===== config.mk =====
export PLATFORM = sky130hd
export DESIGN_NAME = alu_share_ctrl
export DESIGN_NICKNAME = d
export VERILOG_FILES = /design/src/rtl/alu_share_ctrl.sv
export SDC_FILE = /design/constraint.sdc
export NUM_CORES = 1
export LEC_CHECK = 0
export ABC_AREA = 0
export BUFFER_PORTS_ARGS = -buffer_cell sky130_fd_sc_hd__buf_2
export CAP_MARGIN = 20
export CORE_ASPECT_RATIO = 0.9
export CORE_MARGIN = 8
export CORE_UTILIZATION = 44
export DETAILED_ROUTE_END_ITERATION = 7
export PLACE_DENSITY = 0.89
export SKIP_LAST_GASP = 1
export SLEW_MARGIN = 20
export SYNTH_ARGS = -nofsm -noshare
export SYNTH_HDL_FRONTEND = slang
export SYNTH_SLANG_ARGS = --single-unit

===== constraint.sdc =====
create_clock -name clk -period 1.99 [get_ports clk]
set_clock_uncertainty 0.2 [all_clocks]
set_input_delay 0.199 -clock clk [delete_from_list [all_inputs] [get_ports clk]]
set_output_delay 0.199 -clock clk [all_outputs]
set_load 0.02 [all_outputs]

===== src/rtl/alu_share_ctrl.sv =====
// alu_share_ctrl: round-robin sharing of one ALU among NREQ requesters with a valid/ready response channel
module alu_share_ctrl #(
  parameter int NREQ    = 2,
  parameter int WIDTH   = 4,
  parameter int ALU_LAT = 1,
  parameter int ID_W    = 1
) (
  input  logic                    clk,
  input  logic                    reset,
  input  logic [NREQ-1:0]         req_valid,
  output logic [NREQ-1:0]         req_ready,
  input  logic [3*NREQ-1:0]       req_opcode,
  input  logic [WIDTH*NREQ-1:0]   req_a,
  input  logic [WIDTH*NREQ-1:0]   req_b,
  output logic [2:0]              alu_opcode,
  output logic [WIDTH-1:0]        alu_a,
  output logic [WIDTH-1:0]        alu_b,
  input  logic [WIDTH-1:0]        alu_result,
  input  logic [3:0]              alu_status,
  output logic                    rsp_valid,
  input  logic                    rsp_ready,
  output logic [ID_W-1:0]         rsp_id,
  output logic [WIDTH-1:0]        rsp_result,
  output logic [3:0]              rsp_status,
  output logic                    busy
);
  localparam int CW = $clog2(ALU_LAT + 1);
  typedef enum logic [1:0] {IDLE, EXEC, RESP} state_t;
  state_t state, state_nx;
  logic [ID_W-1:0] rr_ptr, grant;
  logic [CW-1:0] cnt;
  logic [2*NREQ-1:0] rot;
  logic [ID_W:0] sum;
  logic any_valid, accept;
  // Rotate so bit 0 is rr_ptr; the highest-index hit is overwritten by lower ones, leaving the nearest.
  always_comb begin
    rot = {req_valid, req_valid} >> rr_ptr;
    grant = '0;
    any_valid = 1'b0;
    sum = '0;
    for (int i = NREQ - 1; i >= 0; i--) begin
      if (rot[i]) begin
        sum = {1'b0, rr_ptr} + (ID_W + 1)'(i);
        grant = (sum >= (ID_W + 1)'(NREQ)) ? ID_W'(sum - (ID_W + 1)'(NREQ)) : ID_W'(sum);
        any_valid = 1'b1;
      end
    end
  end
  always_comb begin
    accept = (state == IDLE) && any_valid;
    req_ready = (accept && reset) ? (NREQ'(1) << grant) : '0;
    state_nx = (state == IDLE) ? (any_valid ? EXEC : IDLE) :
               (state == EXEC) ? ((cnt == CW'(1)) ? RESP : EXEC) :
               (rsp_ready ? IDLE : RESP);
    busy = (state != IDLE);
  end
  always_ff @(posedge clk or negedge reset) begin
    if (!reset) begin
      state <= IDLE;
      rr_ptr <= '0;
      cnt <= '0;
      alu_opcode <= '0;
      alu_a <= '0;
      alu_b <= '0;
      rsp_valid <= 1'b0;
      rsp_id <= '0;
      rsp_result <= '0;
      rsp_status <= '0;
    end else begin
      state <= state_nx;
      if (accept) begin
        alu_opcode <= req_opcode[3*grant +: 3];
        alu_a <= req_a[WIDTH*grant +: WIDTH];
        alu_b <= req_b[WIDTH*grant +: WIDTH];
        rsp_id <= grant;
        cnt <= CW'(ALU_LAT);
      end
      if (state == EXEC) begin
        cnt <= cnt - 1'b1;
        if (cnt == CW'(1)) begin
          rsp_result <= alu_result;
          rsp_status <= alu_status;
          rsp_valid <= 1'b1;
        end
      end
      if (state == RESP && rsp_ready) begin
        rsp_valid <= 1'b0;
        rr_ptr <= (rsp_id == ID_W'(NREQ - 1)) ? '0 : rsp_id + 1'b1;
      end
    end
  end
endmodule


==> impl_metrics.py <==
metrics = {
    "outcome": {
        "outcome": "finished, final reports clean",
    },
    "place": {
        "hpwl_mm": 2.633,
        "io_buffers": 58,
        "dpl-instance-area_um2": 1458,
        "dp_slack_ns": 0.3423,
        "dpl.cell_count": 195,
        "gp_congestion": 0.8066,
    },
    "global_routing": {
        "grt_pass1_wl_mm": 6.810,
        "antenna_found_initial": 2,
        "track_usage": 0.1861,
        "grt_pass1_vias": 1418,
        "grt_start_max_net_pins": 15,
        "gr-total-overflow": 0,
    },
    "power_and_ir_drop": {
        "p_leak_nw": 0.8614,
        "power_density_nw_per_um2": 1395,
        "vdd_ir_drop_max_mv": 1.177,
        "power_mw": 2.551,
    },
    "critical_path": {
        "start_kind": "flip-flop",
        "startpoint": "state[0]",
        "cp_cell_sequence": "nor2_2 > and2_4 > and3_1 > buf_2",
        "cp-endpoint": "req_ready[0]",
        "ff2ff_setup_slack_ns": 0.33,
        "cp_num_buf_inv": 1,
        "reg2reg_to": "alu_opcode[2]",
        "crit_type": "flip-flop to primary output",
        "rr_startpoint": "rr_ptr",
        "arrival_ns": 1.46,
        "crit_fanout": 6,
        "slowest_stage": "dfrtp_2",
        "reg2reg_depth": 3,
        "cp-end-kind": "primary output",
        "crit_required_ns": 1.59,
        "path_depth": 4,
        "cp_slowest_stage_delay_ns": 0.46,
        "path_delay_family": "simple AND/OR/NAND/NOR gates",
    },
    "drt": {
        "vias": 1277,
        "drtIter0Drc": 98,
        "vias_per_cell": 5.434,
        "drc": 0,
        "wl_per_cell_um": 18.03,
        "dr_wl_met2_mm": 2.189,
        "top_layer": "met4",
        "wl_mm": 4.238,
        "ant_nets": 0,
        "wl_met1_mm": 1.547,
        "routed-wl-met3_um": 291,
        "drt_pre_antenna_iters": 4,
    },
    "timing": {
        "setup_viol_count_final": 0,
        "fin_crit_sh": 0.9353,
        "max_freq_mhz": 537.3,
        "fin_tns_setup_ns": 0,
        "slew_headroom": 0.5997,
        "hold_viol_final": 0,
        "holdWs_ns": 0.05564,
        "maxSlewViolCount": 0,
        "grt_setup_unrepaired": "no",
        "worst_slack_ns": 0.1287,
        "worst_slew_pin_slew_ns": 0.5992,
        "min_period_ns": 1.861,
    },
    "cells_and_area": {
        "stdcell_count": 235,
        "nNetsFinal": 241,
        "fillers": 170,
        "fin_util": 0.7473,
        "syn2layout_area_growth_pct": 61.44,
        "design_area_um2": 1828,
        "layout-drive-gt1-share": 0.3951,
        "multiInputGateArea_um2": 456.7,
        "seq_area_um2": 626.9,
    },
    "clock_network": {
        "path_clk_slew_ns": 0.15,
        "cts_sinks": 25,
        "h-tree-depth": 1,
        "numCtsBuffers": 3,
        "clockBufferDepth": 2,
        "root_buffer": "clkbuf_4",
        "cts_tree": "yes",
        "clk_latency_ns": 0.32,
    },
    "yosys": {
        "synth_mux_area_frac": 0.07956,
        "synthFlopType": "dfrtp_1",
        "ys_seq_area_frac": 0.5525,
        "netlist_instances": 111,
        "synth_top_family_by_area": "compound AO/OA/AOI/OAI gates",
        "synth_edf_count": 0,
        "synth_fa_ha_area_frac": 0,
        "syn-num-nets": 146,
        "synthSimpleGateAreaFrac": 0.1193,
        "synth_top_area_frac": 0.5525,
        "synth_seq_cells": 25,
        "synth_cell_types": 23,
        "ys_top_cells_by_area": "dfrtp_1, mux2_2, o21ai_0",
        "synth-compound-area-share": 0.1945,
        "yosys_warnings": 0,
        "avgSynthCellArea_um2": 10.20,
        "synth_top_area_cell": "dfrtp_1",
        "netlist_area_um2": 1132,
        "synth_xor_area_frac": 0.007735,
        "synthArstFlopShare": 1.000,
    },
    "floorplanning": {
        "die_width_um": 69.48,
        "core_area_um2": 2446,
        "dieHeight_um": 64.13,
        "die_area_um2": 4455,
        "num_rows": 17,
        "start_util": 0.4629,
        "ios": 59,
    },
    "job": {
        "max-cap-violations": 0,
    },
    "worst_hold_path": {
        "hp-class": "primary input to flip-flop",
    },
}
==> worst min path at each step <==
stage,endpoint,from,slack [ns],cells after the start
6_report,alu_a[0],req_valid[1],0.06,3
5_1_grt,alu_b[0],req_valid[1],0.05,3
3_5_place_dp,rsp_id,reset,-0.1,1
4_1_cts,alu_b[2],req_valid[1],0.04,3
3_3_place_gp,rsp_id,reset,-0.11,1
2_1_floorplan,alu_a[0],reset,-0.30,0
==> power breakdown <==
part,total (mW),internal (mW),switching [mW]
Clock,0.239,0.0785,0.160
Combinational,1.38,0.565,0.810
Sequential,0.937,0.767,0.170
==> cells by family (layout without fill, tap and decap cells) <==
kind of cell,after synthesis,in the layout
mux,8,8
compound gates,40,40
simple gates,26,26
other cells,0,2
buf+inv,11,105
flops,25,25
xor+xnor,1,1
==> timing repair <==
action,CTS,global route
endpoints found under the setup margin,1,1
pin swaps,0,1
resized for setup,1,1
hold buffers,32,0
hold endpoints to repair,46,0
setup buffers,0,2
==> Yosys cell counts, types with 2 or more instances <==
library cell  number
inv_1              4
mux2_2             8
clkbuf_1           3
nand3_1           11
o21ai_0           14
nand2_1            5
a21oi_1           13
dfrtp_1           25
a31oi_1           11
buf_2              3
nor2_1             2
==> layer usage <==
metal | track usage | vias up
met2 | 0.3142 | 68
met1 | 0.1950 | 602
li1 | - | 589
met5 | 0 | -
met3 | 0.04938 | 18
met4 | 0.1458 | 0
==> registers in the layout, summed over array words and instances, names as in the netlist <==
name / count
alu_a: 4
alu_b: 4
alu_opcode: 3
cnt: 1
rr_ptr: 1
rsp_id: 1
rsp_result: 4
rsp_status: 4
rsp_valid: 1
state: 2
==> final cells by class <==
cell class / count / share of cell area
antenna: 2 / 0.002738
clock buffer: 4 / 0.01437
inverter: 4 / 0.008214
multi-input combinational: 75 / 0.2498
sequential: 25 / 0.3429
tap: 28 / 0.01916
timing repair buffer: 97 / 0.3628
==> cells in the final DEF (no fill, tap or decap), types with 2 or more instances in the layout <==
master,n
a21oi_1,13
a31oi_1,11
buf_2,58
buf_4,7
clkbuf_4,3
dfrtp_1,24
diode_2,2
dlygate4sd3_1,32
inv_1,4
mux2_2,8
nand2_1,5
nand3_1,11
o21ai_0,14
==> worst min-delay path, delay by kind of cell <==
family | cells | cell delay (ns)
compound gates | 1 | 0.08
buf+inv | 1 | 0.18
simple gates | 1 | 0.10
(Power assumes the default switching activity.)
